## src/rtl/id_ex_reg.sv

```systemverilog
// ID/EX pipeline register: captures decoded operands for EX, with stall hold,
// flush-to-bubble and a saturating count of flushed-out valid instructions.
module id_ex_reg #(
    parameter logic [3:0] NOP_IR = 4'h0
) (
    input  logic        clk,
    input  logic        rst,
    input  logic        stall,
    input  logic        flush,
    input  logic        id_valid,
    input  logic [3:0]  id_ir_type,
    input  logic [2:0]  id_funct3,
    input  logic [31:0] id_in1,
    input  logic [31:0] id_in2,
    input  logic [31:0] id_data2,
    input  logic [31:0] id_pc,
    input  logic [31:0] id_imm,
    input  logic [4:0]  id_rd,
    input  logic        id_wr_reg_n,
    output logic        ex_valid,
    output logic [3:0]  ex_ir_type,
    output logic [2:0]  ex_funct3,
    output logic [31:0] ex_in1,
    output logic [31:0] ex_in2,
    output logic [31:0] ex_data2,
    output logic [31:0] ex_pc,
    output logic [31:0] ex_imm,
    output logic [4:0]  ex_rd,
    output logic        ex_wr_reg_n,
    output logic [7:0]  bubble_cnt
);

    typedef struct packed {
        logic        valid;
        logic [3:0]  ir_type;
        logic [2:0]  funct3;
        logic [31:0] in1;
        logic [31:0] in2;
        logic [31:0] data2;
        logic [31:0] pc;
        logic [31:0] imm;
        logic [4:0]  rd;
        logic        wr_reg_n;
    } ex_pkt_t;

    localparam ex_pkt_t RST_PKT = '{
        valid: 1'b0, ir_type: NOP_IR, funct3: 3'd0, in1: 32'd0, in2: 32'd0,
        data2: 32'd0, pc: 32'd0, imm: 32'd0, rd: 5'd0, wr_reg_n: 1'b1
    };

    ex_pkt_t    pkt_q, pkt_d;
    ex_pkt_t    id_pkt, bubble_pkt;
    logic [7:0] bubble_cnt_q, bubble_cnt_d;
    logic       cnt_inc;

    always_comb begin
        id_pkt.valid    = 1'b1;
        id_pkt.ir_type  = id_ir_type;
        id_pkt.funct3   = id_funct3;
        id_pkt.in1      = id_in1;
        id_pkt.in2      = id_in2;
        id_pkt.data2    = id_data2;
        id_pkt.pc       = id_pc;
        id_pkt.imm      = id_imm;
        id_pkt.rd       = id_rd;
        id_pkt.wr_reg_n = id_wr_reg_n;

        // A bubble keeps the PC so EX still knows where the slot came from.
        bubble_pkt    = RST_PKT;
        bubble_pkt.pc = id_pc;

        pkt_d = pkt_q;
        if (flush) begin
            pkt_d = bubble_pkt;
        end else if (!stall) begin
            pkt_d = id_valid ? id_pkt : bubble_pkt;
        end

        // Count only flushes that actually killed a real instruction.
        cnt_inc      = flush && (stall ? pkt_q.valid : id_valid);
        bubble_cnt_d = bubble_cnt_q;
        if (cnt_inc && (bubble_cnt_q != 8'hFF)) begin
            bubble_cnt_d = bubble_cnt_q + 8'd1;
        end
    end

    always_ff @(posedge clk or posedge rst) begin
        if (rst) begin
            pkt_q        <= RST_PKT;
            bubble_cnt_q <= 8'd0;
        end else begin
            pkt_q        <= pkt_d;
            bubble_cnt_q <= bubble_cnt_d;
        end
    end

    assign ex_valid    = pkt_q.valid;
    assign ex_ir_type  = pkt_q.ir_type;
    assign ex_funct3   = pkt_q.funct3;
    assign ex_in1      = pkt_q.in1;
    assign ex_in2      = pkt_q.in2;
    assign ex_data2    = pkt_q.data2;
    assign ex_pc       = pkt_q.pc;
    assign ex_imm      = pkt_q.imm;
    assign ex_rd       = pkt_q.rd;
    assign ex_wr_reg_n = pkt_q.wr_reg_n;
    assign bubble_cnt  = bubble_cnt_q;

endmodule
```

## config.mk

```make
export PLATFORM = sky130hd
export DESIGN_NAME = id_ex_reg
export DESIGN_NICKNAME = d
export VERILOG_FILES = /design/src/rtl/id_ex_reg.sv
export SDC_FILE = /design/constraint.sdc
export NUM_CORES = 1
export LEC_CHECK = 0
export ABC_AREA = 1
export CAP_MARGIN = 20
export CORE_UTILIZATION = 30
export DETAILED_ROUTE_END_ITERATION = 10
export DONT_BUFFER_PORTS = 1
export PLACE_DENSITY = 0.45
export SETUP_SLACK_MARGIN = 0.2
export SYNTH_ARGS = -nofsm -noshare
export SYNTH_HDL_FRONTEND = slang
export SYNTH_SLANG_ARGS = --single-unit
export TNS_END_PERCENT = 1
```

## constraint.sdc

```tcl
create_clock -name clk -period 5.4 [get_ports clk]
set_clock_uncertainty 0.1 [all_clocks]
set_input_delay 0.27 -clock clk [delete_from_list [all_inputs] [get_ports clk]]
set_output_delay 0.27 -clock clk [all_outputs]
set_load 0.02 [all_outputs]
```

==> results of run 1 <==
kinds of logic after synthesis:
family          after synthesis  share of synthesized area [%]
flops                       182                           68.0
simple gates                154                           8.84
xor+xnor                      3                          0.392
buf+inv                      48                           4.02
compound gates              143                           18.5
fa+ha+maj                     1                          0.187
synthesized netlist by cell type:
cell	n	area share, %
nor2_1	8	0.45
inv_2	2	0.11
dfstp_2	1	0.39
nand3b_1	1	0.11
nand2_1	139	7.8
buf_2	20	1.5
nor2_2	1	0.093
a21oi_1	2	0.15
buf_4	17	1.9
o21ai_0	1	0.075
xnor2_1	2	0.26
nand3_1	4	0.30
dfrtp_1	181	68
xor2_1	1	0.13
a22o_1	140	18
nand2_2	1	0.093
inv_1	9	0.50
ha_1	1	0.19
per-stage QoR:
stage | worst slack [ns] | util (%)
detailed placement | 2.98 | 31.6
floorplan | 2.69 | -
global placement | 3.12 | 31.6
==> results.md, run 1 <==
- Yosys reg bits: between 150 and 200
- Sequential area share after synthesis: 68.0%
- CTS root buffer: clkbuf_16
- Hold bufs inserted after CTS: 163
- Mapped Area: around 6700 sq um
- Post_cts resized: 0
- Buffers on Ports: 0
- DP Area: between 6000 and 7000 sq um
- Last stage: 4_1_cts
- Top-level I/O count: 360
- Distinct cells, synth: 18
- Yosys warnings: 0
- CTS Buf Count: 17
- Error msg: [ERROR RSZ-0060] Max buffer count reached.
- Avg Cell Area, Syn: 12.6 sq um
- Htree depth: 4
- Post-CTS setup buffer count: 0
- Rows: 54
- Die Y: roughly 150 microns
- Gate Count Post-Synth: between 500 and 600
- Post-Place Cells: ~780
- Status: stopped before the end
- Clock sink count: 182
- Routability Congestion: 0.774
- Post-DP HPWL: 11300 microns
- Mapped Nets: 710
- Starting Density: 30.7%
- Clock buffer depth: 2
- Die width: 151 microns
==> run 2: changes to the inputs <==
--- a/config.mk
+++ b/config.mk
@@ -7,11 +7,10 @@
 export LEC_CHECK = 0
 export ABC_AREA = 1
 export CAP_MARGIN = 20
-export CORE_UTILIZATION = 30
+export CORE_UTILIZATION = 20
 export DETAILED_ROUTE_END_ITERATION = 10
 export DONT_BUFFER_PORTS = 1
-export PLACE_DENSITY = 0.45
-export SETUP_SLACK_MARGIN = 0.2
+export PLACE_DENSITY_LB_ADDON = 0.15
 export SYNTH_ARGS = -nofsm -noshare
 export SYNTH_HDL_FRONTEND = slang
 export SYNTH_SLANG_ARGS = --single-unit
==> constraint.sdc (replaced) <==
create_clock -name clk -period 7 [get_ports clk]
set_clock_uncertainty 0.1 [all_clocks]
set_input_delay 0.35 -clock clk [delete_from_list [all_inputs] [get_ports clk]]
set_output_delay 0.35 -clock clk [all_outputs]
set_load 0.02 [all_outputs]
==> results.md, run 2 <==
- Setup TNS: 0 ns
- Die width: 185 microns (was 151 microns)
- Core region area: 32700 sq um
- Share of the synthesized area in the top cell type: 67.6% (unchanged)
- 1st-iter DRT viols: 230
- Net load switching power: around 660 uW
- Slew @ Worst Pin: 1.00 ns
- Yosys warnings: 0 (unchanged)
- Cell family with most CP delay: buffers and inverters
- Gate Count Post-Synth: 531 (unchanged)
- Startpoint types: input port
- Worst min path class: input port to flip-flop
- Synth area leader: dfrtp_1 (unchanged)
- Starting Density: 20.5% (was 30.7%)
- RSZ-0062 raised after global routing: false
- Post-CTS setup buffer count: 0 (unchanged)
- Critical Path RT: 7.26 ns
- Die area: between 30000 and 40000 sq um
- Min-delay src: flush
- Mapped Nets: 710 (unchanged)
- Pwr Density: ~260 nW/um^2
- Sequential area share after synthesis: 68.0% (unchanged)
- Net count reported at finish: 874
- Critical-path maximum fanout: 90
- Commonest non-fill, non-tap cell in the layout: dfrtp_1
- Vias: approximately 4900
- Overflow after GRT: 0
- Avg Cell Area, Syn: 12.6 sq um (unchanged)
- Comb power frac: 8.4%
- Flop-to-flop setup slack: between 5 and 6 ns
- Setup violations, final: 0
- Hold bufs inserted after CTS: 176 (was 163)
- Critical path class: input port to flip-flop
- Post_cts resized: 0 (unchanged)
- Yosys reg bits: 182 (unchanged)
- Buffers on Ports: 0 (unchanged)
- Clock buffer depth: 2 (unchanged)
- Slowest stage delay, CP: 0.81 ns
- Rows: 66 (was 54)
- Post-Synth Simple-Gate Area: 8.84% (unchanged)
- Hold depth: 4
- Clk pin slew, worst setup/hold paths: roughly 0.070 ns
- Highest Clock Rate: approximately 480 MHz
- Pins Over Slew Limit: 0
- Post-DR vias/cell: 4.27
- Final period util: 30.0%
- Top-level I/O count: 360 (unchanged)
- Status: finished clean (was stopped before the end)
- Vias in the first global route: 5187
- Distinct cells, synth: 18 (unchanged)
- Crit-path slowest cell: buf_4
- Final ANT Viol Nets: 0
- Max IR drop VDD: around 0.17 mV
- Fin crit period: ~2.1 ns
- Worst Path Buf+Inv: 3
- Clock power share: 41.9%
- WHS: 0.208 ns
- Clock Latency Late Sink: 0.43 ns
- Die Y: 185 microns (was 151 microns)
- Reg-to-reg startpoint: bubble_cnt[0]
- Initial antenna violation count: 1
- Largest net degree at the start of global routing: 91
- Synth cell count leaders: 181 x dfrtp_1, 140 x a22o_1, 139 x nand2_1 (unchanged)
- CTS Buf Count: 17 (unchanged)
- Most frequent cell on the critical path: buf_4
- Largest family of logic cells by synthesized area: compound AO/OA/AOI/OAI gates (unchanged)
- FF-to-FF path depth: 6
- Wirelength per Cell: 17.0 microns
- Synth top area cells: dfrtp_1 68%, a22o_1 18%, nand2_1 7.8% (unchanged)
- Routed wire length: 19600 microns
- Most frequent cell after synthesis: dfrtp_1 (unchanged)
- Multiplexer area fraction after synthesis: 0% (unchanged)
- Final Hold Viols: 0
- Sw Share: 26.6%
- Crit-path cells: inv_2, nor2_4, buf_4, buf_4, a22o_1
- Area Overhead vs Synth: 41.6%
- Post-synthesis adder-cell area fraction: 0.187% (unchanged)
- Compound-Gate Fraction of Synth Area: 18.5% (unchanged)
- Mapped Area: 6700 sq um (unchanged)
- Post-Place Cells: 942 (was 779)
- Post-DP HPWL: 12300 microns (was 11300 microns)
- Clock sink count: 182 (unchanged)
- CTS root buffer: clkbuf_16 (unchanged)
- Total GRT Usage: ~11%
- CTS tree: built
- Routability Congestion: 0.711 (was 0.774)
- WHS Endpoint: bubble_cnt[4]
- Seq pwr share: 49.7%
- Lkg Pwr: between 4 and 5 nW
- First-pass GRT wire length: 29000 microns
- Most frequent cells in the layout: 181 x dfrtp_1, 176 x dlygate4sd3_1, 140 x a22o_1, 139 x nand2_1, 17 x clkbuf_16
- Slew headroom: 33.0%
- Residual DRC: 0
- Final cell count without fillers: around 1200
- Main synth FF type: dfrtp_1 (unchanged)
- MaxCap Viol Count: 0
- CP endpoint kind: flip-flop
- Drt pass-1 iters: 4
- Synth async-reset ratio: 100% (unchanged)
- Number of flops mapped to enable cells by yosys: 0 (unchanged)
- Arrival @ worst endpoint: 2.37 ns
- Int Power: 1.83 mW
- Post-synthesis xor/xnor area fraction: 0.392% (unchanged)
- Htree depth: 4 (unchanged)
- Share of layout cells above drive strength 1: 6.21%
- R2R Path End: bubble_cnt[7]
-- run 2: cell counts after synthesis --
Identical to the previous run, type by type.
-- run 2: power groups by stage --
stage | sequential, mW | combinational, mW | clock [mW]
3_5_place_dp | 1.26 | 0.129 | 0
2_1_floorplan | 1.23 | 0.107 | 0
4_1_cts | 1.24 | 0.213 | 1.09
3_3_place_gp | 1.26 | 0.123 | 0
5_1_grt | 1.25 | 0.235 | 1.13
6_report | 1.24 | 0.209 | 1.04
-- run 2: per-stage QoR --
stage | instance area, sq um | util [%] | setup WS [ns] | power, mW
2_1_floorplan | 6700 | - | 1.61 | 1.34
3_3_place_gp | 7080 | 21.7 | 4.55 | 1.38
3_5_place_dp | 7080 | 21.7 | 4.46 | 1.39
4_1_cts | 9480 | 29.0 | 4.93 | 2.54
5_1_grt | 9490 | 29.0 | 4.73 | 2.61
6_report | 9490 | 29.0 | 4.90 | 2.49
-- run 2: routing by layer --
layer,GRT usage [%],up-vias,share of wire [%]
met5,0,-,0
met3,4.66,19,8.5
li1,-,2196,-
met4,4.50,0,1.8
met2,19.0,224,51
met1,12.3,2473,39
-- run 2: worst max-delay path by stage --
| stage | start | endpoint | slack (ns) | cells after the start |
|---|---|---|---|---|
| 2_1_floorplan | rst | bubble_cnt[0] | 1.61 | 1 |
| 3_3_place_gp | stall | ex_in1[30] | 4.55 | 5 |
| 6_report | stall | ex_imm[4] | 4.90 | 5 |
| 4_1_cts | stall | ex_imm[12] | 4.93 | 5 |
| 3_5_place_dp | stall | ex_imm[12] | 4.46 | 5 |
| 5_1_grt | stall | ex_imm[6] | 4.73 | 5 |
-- run 2: cell type report --
cell class                 instances  area (sq um)
inverter                          11          46.3
tap                              442           553
clock buffer                      19           443
fill                            3318         23200
sequential                       182          4560
timing repair buffer             182          1810
multi-input combinational        301          1880
antenna                            1          2.50
clock inverter                    13           194
-- run 2: worst reg2reg max path, cell delays in order (launching register included) --
cell and delay [ns]:
dfrtp_1 0.52, ha_1 0.31, nand3_1 0.12, nor2_1 0.06, nor2_1 0.41, nand2_1 0.12
nand2_1 0.07
-- run 2: cell families after synthesis --
| logic type | after synthesis |
|---|---|
| buf+inv | 48 |
| flops | 182 |
| xor+xnor | 3 |
| simple gates | 154 |
| fa+ha+maj | 1 |
| compound gates | 143 |
Note: power is estimated with default switching activity, not from simulation.
==> run 3: changes to the inputs <==
--- a/config.mk
+++ b/config.mk
@@ -5,7 +5,7 @@
 export SDC_FILE = /design/constraint.sdc
 export NUM_CORES = 1
 export LEC_CHECK = 0
-export ABC_AREA = 1
+export ABC_AREA = 0
 export CAP_MARGIN = 20
 export CORE_UTILIZATION = 20
 export DETAILED_ROUTE_END_ITERATION = 10
==> constraint.sdc (replaced) <==
create_clock -name clk -period 2.1 [get_ports clk]
set_clock_uncertainty 0.1 [all_clocks]
set_input_delay 0.105 -clock clk [delete_from_list [all_inputs] [get_ports clk]]
set_output_delay 0.105 -clock clk [all_outputs]
set_load 0.02 [all_outputs]
==> results.md, run 3 <==
- Post-Synth Simple-Gate Area: 7.37% (was 8.84%)
- RSZ-0062 raised after global routing: false (unchanged)
- Vias: 4805 (was 4912)
- Starting Density: 20.6% (was 20.5%)
- Htree depth: 4 (unchanged)
- Main synth FF type: dfrtp_1 (unchanged)
- Die width: 183 microns (was 185 microns)
- Die Y: 183 microns (was 185 microns)
- Synth cell count leaders: 181 x dfrtp_1, 140 x a22o_1, 101 x nand2_1 (was 181 x dfrtp_1, 140 x a22o_1, 139 x nand2_1)
- Core region area: 31900 sq um (was 32700 sq um)
- Highest Clock Rate: roughly 560 MHz
- Global Route met3 Usage: 4.27% (was 4.66%)
- Total GRT Usage: 11.7% (was 11.2%)
- Startpoint types: flip-flop (was input port)
- R2R Path End: bubble_cnt[6] (was bubble_cnt[7])
- Wirelength per Cell: 17.4 microns (was 17.0 microns)
- Post-synthesis xor/xnor area fraction: 0.267% (was 0.392%)
- 1st-iter DRT viols: 137 (was 230)
- Flop-to-flop setup slack: 0.32 ns (was 5.23 ns)
- Reg-to-reg startpoint: bubble_cnt[2] (was bubble_cnt[0])
- Placement Setup Slack: 0.354 ns (was 4.46 ns)
- Pwr Density: 866 nW/um^2 (was 262 nW/um^2)
- Avg Cell Area, Syn: 13.3 sq um (was 12.6 sq um)
- Final Hold Viols: 0 (unchanged)
- Grt met2 use: 20.2% (was 19.0%)
- Routed wire length: 19600 microns (about the same)
- Status: finished clean (unchanged)
- Most frequent cell after synthesis: dfrtp_1 (unchanged)
- Clock sink count: 182 (unchanged)
- Post-CTS setup buffer count: 0 (unchanged)
- Largest net degree at the start of global routing: 79 (was 91)
- Synth async-reset ratio: 100% (unchanged)
- CTS tree: built (unchanged)
- Drt pass-1 iters: 4 (unchanged)
- Clock buffer depth: 2 (unchanged)
- Ant. Diodes: 0 (was 1)
- Cell family with most CP delay: simple AND/OR/NAND/NOR gates (was buffers and inverters)
- WHS: 0.0219 ns (was 0.208 ns)
- Crit-path cells: and2_1, nand4_1, or3_1, mux2_2 (was inv_2, nor2_4, buf_4, buf_4, a22o_1)
- GR Util met1: 13.1% (was 12.3%)
- WHS Endpoint: ex_ir_type[0] (was bubble_cnt[4])
- Initial antenna violation count: 0 (was 1)
- Most frequent cells in the layout: 181 x dfrtp_1, 176 x dlygate4sd3_1, 140 x a22o_1, 101 x nand2_1, 19 x buf_4 (was 181 x dfrtp_1, 176 x dlygate4sd3_1, 140 x a22o_1, 139 x nand2_1, 17 x clkbuf_16)
- Post-Place Cells: 917 (was 942)
- Overflow after GRT: 0 (unchanged)
- Multiplexer area fraction after synthesis: 0.840% (was 0%)
- Fin crit period: 1.78 ns
- CP endpoint kind: flip-flop (unchanged)
- Gate Count Post-Synth: 493 (was 531)
- Commonest non-fill, non-tap cell in the layout: dfrtp_1 (unchanged)
- Worst min path class: input port to flip-flop (unchanged)
- Post-DP HPWL: 13100 microns (was 12300 microns)
- Final ANT Viol Nets: 0 (unchanged)
- Residual DRC: 0 (unchanged)
- MaxCap Viol Count: 0 (unchanged)
- Distinct cells, synth: 25 (was 18)
- Min-delay src: stall (was flush)
- Post-DR vias/cell: 4.27 (about the same)
- Mapped Area: 6560 sq um (was 6700 sq um)
- Arrival @ worst endpoint: 1.99 ns (was 2.37 ns)
- Area Overhead vs Synth: 46.4% (was 41.6%)
- Mapped Nets: 672 (was 710)
- Critical Path RT: 2.31 ns (was 7.26 ns)
- Final period util: between 80% and 90%
- Hold bufs inserted after CTS: 176 (unchanged)
- Largest family of logic cells by synthesized area: compound AO/OA/AOI/OAI gates (unchanged)
- Slew headroom: 58.8% (was 33.0%)
- CTS root buffer: clkbuf_16 (unchanged)
- Post-synthesis adder-cell area fraction: 0.191% (was 0.187%)
- Pins Over Slew Limit: 0 (unchanged)
- Max IR drop VDD: 0.512 mV (was 0.170 mV)
- Compound-Gate Fraction of Synth Area: 19.2% (was 18.5%)
- Hold depth: 3 (was 4)
- Worst Path Buf+Inv: 0 (was 3)
- CTS Buf Count: 17 (unchanged)
- Critical path class: flip-flop to flip-flop (was input port to flip-flop)
- Lkg Pwr: 4.46 nW (about the same)
- Routability Congestion: 0.800 (was 0.711)
- FF-to-FF path depth: 4 (was 6)
- Net count reported at finish: 856 (was 874)
- Die area: 33500 sq um (was 34200 sq um)
- Top Usage Layer GRT: met2 (unchanged)
- Number of flops mapped to enable cells by yosys: 0 (unchanged)
- Synth top area cells: dfrtp_1 69%, a22o_1 19%, nand2_1 5.8% (was dfrtp_1 68%, a22o_1 18%, nand2_1 7.8%)
- Yosys reg bits: 182 (unchanged)
- Clock Latency Late Sink: 0.42 ns (was 0.43 ns)
- Share of layout cells above drive strength 1: 9.42% (was 6.21%)
- Critical-path maximum fanout: 5 (was 90)
- Setup ws final: 0.321 ns (was 4.90 ns)
- Final cell count without fillers: 1125 (was 1151)
- Post_cts resized: 0 (unchanged)
- First-pass GRT wire length: 29900 microns (was 29000 microns)
- Vias in the first global route: 5326 (was 5187)
- Synth area leader: dfrtp_1 (unchanged)
- Share of the synthesized area in the top cell type: 69.1% (was 67.6%)
- Crit-path slowest cell: dfrtp_1 (was buf_4)
- Slowest stage delay, CP: 0.49 ns (was 0.81 ns)
- Top-level I/O count: 360 (unchanged)
- Clk pin slew, worst setup/hold paths: 0.07 ns (about the same)
- Buffers on Ports: 0 (unchanged)
- Rows: 65 (was 66)
- Yosys warnings: 0 (unchanged)
- Slew @ Worst Pin: 0.617 ns (was 1.00 ns)
- Setup violations, final: 0 (unchanged)
- Sequential area share after synthesis: 69.5% (was 68.0%)
-- run 3: cell types whose count changed after synthesis, sizes merged, moves of 4 or more --
| cell | delta |
|---|---|
| inv | -8 |
| buf | -16 |
| nor2 | -6 |
| nand2 | -39 |
| clkbuf | +16 |
| mux2 | +4 |
-- run 3: worst min-delay path: stages --
cell	delay [ns]
nor3b_4	0.07
buf_4	0.17
a22o_1	0.17
-- run 3: cell type report --
type                       count  area (sq um)
clock inverter                13           168
fill                        3242         22300
timing repair buffer         202          2040
inverter                       3          15.0
tap                          435           544
clock buffer                  19           433
sequential                   182          4560
multi-input combinational    271          1840
-- run 3: power breakdown --
group | leakage (nW) | total (mW) | switching (mW) | internal [mW]
Clock | 0.289 | 3.36 | 1.47 | 1.89
Combinational | 1.75 | 0.821 | 0.383 | 0.439
Sequential | 2.42 | 4.13 | 0.422 | 3.71
-- run 3: stage by stage --
step	TNS (ns)	utilization, %	instance area, sq um	total power, mW
2_1_floorplan	-79.78	-	6560	4.51
3_3_place_gp	0	22.7	7240	4.74
3_5_place_dp	0	22.7	7240	4.75
4_1_cts	0	30.1	9600	8.46
5_1_grt	0	30.1	9600	8.71
6_report	0	30.1	9600	8.31
-- run 3: logic make-up (layout without fill, tap and decap cells) --
kind of cell    after synthesis  in the layout
flops                       182            182
mux                           5              5
compound gates              145            145
simple gates                118            118
buf+inv                      40            237
fa+ha+maj                     1              1
xor+xnor                      2              2
-- run 3: worst max path at each step --
| stage | slack [ns] | endpoint | cells past startpoint | start |
|---|---|---|---|---|
| 2_1_floorplan | -0.44 | bubble_cnt[0] | 1 | rst |
| 3_3_place_gp | 0.43 | bubble_cnt[6] | 4 | bubble_cnt[2] |
| 3_5_place_dp | 0.35 | bubble_cnt[6] | 4 | bubble_cnt[2] |
| 4_1_cts | 0.34 | bubble_cnt[6] | 4 | bubble_cnt[2] |
| 5_1_grt | 0.25 | bubble_cnt[6] | 4 | bubble_cnt[2] |
| 6_report | 0.32 | bubble_cnt[6] | 4 | bubble_cnt[2] |
-- run 3: routing by layer --
| metal | part of all wire [%] | vias to the layer above |
|---|---|---|
| met1 | 40 | 2395 |
| met5 | 0 | - |
| met3 | 8.8 | 14 |
| met4 | 1.5 | 0 |
| met2 | 50 | 253 |
| li1 | - | 2143 |
==> run 4: changes to the inputs <==
==> constraint.sdc (replaced) <==
create_clock -name clk -period 1.5 [get_ports clk]
set_clock_uncertainty 0.1 [all_clocks]
set_input_delay 0.075 -clock clk [delete_from_list [all_inputs] [get_ports clk]]
set_output_delay 0.075 -clock clk [all_outputs]
set_load 0.02 [all_outputs]
==> results.md, run 4 (synthesis results as in run 3) <==
- Status: finished with violations (was finished clean)
- Failing checks: negative setup slack
- Post-DR vias/cell: 4.32 (was 4.27)
- Residual DRC: 0 (unchanged)
- MaxCap Viol Count: 0 (unchanged)
- Final period util: 107% (was 84.7%)
- Post-Place Cells: 926 (was 917)
- Drt pass-1 iters: 7 (was 4)
- DP Area: 7320 sq um (was 7240 sq um)
- Slew headroom: 72.7% (was 58.8%)
- Fin crit period: 1.60 ns (was 1.78 ns)
- Arrival @ worst endpoint: 1.81 ns (was 1.99 ns)
- Die Y: 183 microns (unchanged)
- Top Usage Layer GRT: met2 (unchanged)
- Critical-path maximum fanout: 2 (was 5)
- Vias in the first global route: 5342 (was 5326)
- Buffers on Ports: 0 (unchanged)
- FILL cells: 3194 (was 3242)
- WHS: 0.0365 ns (was 0.0219 ns)
- Most frequent cells in the layout: 181 x dfrtp_1, 178 x dlygate4sd3_1, 140 x a22o_1, 100 x nand2_1, 27 x buf_4 (was 181 x dfrtp_1, 176 x dlygate4sd3_1, 140 x a22o_1, 101 x nand2_1, 19 x buf_4)
- Post-DP HPWL: 13200 microns (was 13100 microns)
- Pins Over Slew Limit: 0 (unchanged)
- Startpoint types: flip-flop (unchanged)
- Die width: 183 microns (unchanged)
- Final core utilization: 30.5% (was 30.1%)
- Net count reported at finish: 868 (was 856)
- First-pass GRT wire length: 30000 microns (was 29900 microns)
- Critical Path RT: 1.71 ns (was 2.31 ns)
- Lkg Pwr: 4.52 nW (was 4.46 nW)
- Worst min path class: input port to flip-flop (unchanged)
- Crit-path cells: ha_2, and2_4, nand4_1, or3_1, mux2_2 (was and2_1, nand4_1, or3_1, mux2_2)
- Clock Latency Late Sink: 0.42 ns (about the same)
- 1st-iter DRT viols: 124 (was 137)
- Share of layout cells above drive strength 1: 11.7% (was 9.42%)
- Grt met2 use: 20.7% (was 20.2%)
- Die area: 33500 sq um (unchanged)
- Total GRT Usage: 11.8% (was 11.7%)
- Cell family with most CP delay: simple AND/OR/NAND/NOR gates (unchanged)
- Max IR drop VDD: 0.719 mV (was 0.512 mV)
- Worst Path Buf+Inv: 0 (unchanged)
- Commonest non-fill, non-tap cell in the layout: dfrtp_1 (unchanged)
- Starting Density: 20.6% (unchanged)
- Global Route met3 Usage: 4.17% (was 4.27%)
- GR Util met1: 12.9% (was 13.1%)
- Setup ws final: -0.102 ns (was 0.321 ns)
- Final ANT Viol Nets: 0 (unchanged)
- Clk pin slew, worst setup/hold paths: 0.07 ns (about the same)
- Final cell count without fillers: 1138 (was 1125)
- Overflow after GRT: 0 (unchanged)
- Routability Congestion: 0.780 (was 0.800)
- Rows: 65 (unchanged)
- Core region area: 31900 sq um (unchanged)
- RSZ-0062 raised after global routing: true (was false)
- Final Hold Viols: 0 (unchanged)
- Routed wire length: 19900 microns (was 19600 microns)
- Setup violations, final: 2 (was 0)
- Slowest stage delay, CP: 0.35 ns (was 0.49 ns)
- Slew @ Worst Pin: 0.409 ns (was 0.617 ns)
- CP endpoint kind: flip-flop (unchanged)
- Storage cell area: 4560 sq um (unchanged)
- Highest Clock Rate: 624 MHz (was 562 MHz)
- Largest net degree at the start of global routing: 73 (was 79)
- Hold depth: 4 (was 3)
- Top-level I/O count: 360 (unchanged)
- Clock sink count: 182 (unchanged)
- Clock buffer depth: 2 (unchanged)
- CTS Buf Count: 17 (unchanged)
- Total stage count of the critical path: 5 (was 4)
- Post-CTS setup buffer count: 0 (unchanged)
- Area of the multi-input gates: 1860 sq um (was 1840 sq um)
- Critical path class: flip-flop to flip-flop (unchanged)
- Final Cell Area: 9740 sq um (was 9600 sq um)
- Crit-path slowest cell: dfrtp_1 (unchanged)
- Wirelength per Cell: 17.5 microns (was 17.4 microns)
- Htree depth: 4 (unchanged)
- Area Overhead vs Synth: 48.6% (was 46.4%)
- CTS root buffer: clkbuf_16 (unchanged)
- Pwr Density: 1200 nW/um^2 (was 866 nW/um^2)
- Vias: 4920 (was 4805)
- Initial antenna violation count: 1 (was 0)
- FF-to-FF path depth: 5 (was 4)
- CTS tree: built (unchanged)
==> run 4: changes by cell type in the layout (fill, tap and decap cells not counted), sizes merged <==
cell,before,now
buf,26,35
clkinvlp,3,5
dlygate4sd3,176,178
bufinv,3,2
diode,0,1
dlymetal6s4s,0,1
inv,6,5
==> run 4: report_power, final <==
part	leakage (nW)	switching (mW)	internal (mW)
combinational	1.82	0.657	0.721
clock	0.282	2.04	2.56
sequential	2.42	0.508	5.19
==> run 4: metal layers <==
| layer | wire length [microns] | share of wire, % |
|---|---|---|
| met1 | 7810 | 39 |
| met2 | 10100 | 51 |
| met3 | 1720 | 8.6 |
| met4 | 269 | 1.4 |
| met5 | 0 | 0 |
==> run 4: repair_timing <==
action,4_1_cts,5_1_grt
pin swaps,0,2
hold buffers,177,2
endpoints found under the setup margin,5,69
hold endpoints to repair,361,12
gates resized for setup,1,7
gates cloned,0,0
==> run 4: final timing paths <==
| check | endpoint | slack (ns) | startpoint |
|---|---|---|---|
| max | bubble_cnt[6] | -0.10 | bubble_cnt[0] |
| min | ex_wr_reg_n | 0.04 | stall |
| max reg2reg | bubble_cnt[6] | -0.10 | bubble_cnt[0] |
| min reg2reg | bubble_cnt[4] | 0.43 | bubble_cnt[4] |
| max in group asynchronous | ex_in1[18] | 0.46 | rst |
| min in group asynchronous | ex_in1[24] | 0.14 | rst |
==> run 4: metrics by stage <==
step           TNS [ns]  setup slack, ns  total power, mW
2_1_floorplan   -183.81            -1.01             6.32
3_3_place_gp     -0.222          -0.0813             6.74
3_5_place_dp     -0.227           -0.105             6.78
4_1_cts           -1.26           -0.108             11.9
5_1_grt          -0.693           -0.175             12.3
6_report         -0.113           -0.102             11.7
==> run 4: cell type report <==
type | count | area share, %
antenna | 1 | 0.0257
clock buffer | 19 | 4.65
clock inverter | 13 | 1.48
inverter | 3 | 0.154
multi-input combinational | 271 | 19.1
sequential | 182 | 46.8
tap | 435 | 5.59
timing repair buffer | 214 | 22.2
==> run 4: worst reg2reg max path: cells and delay by family, from the launching register on <==
family	cells	cell delay [ns]
flip-flops	1	0.35
adder cells (fa/ha/maj)	1	0.18
multiplexers	1	0.27
AND/OR/NAND/NOR	3	0.59
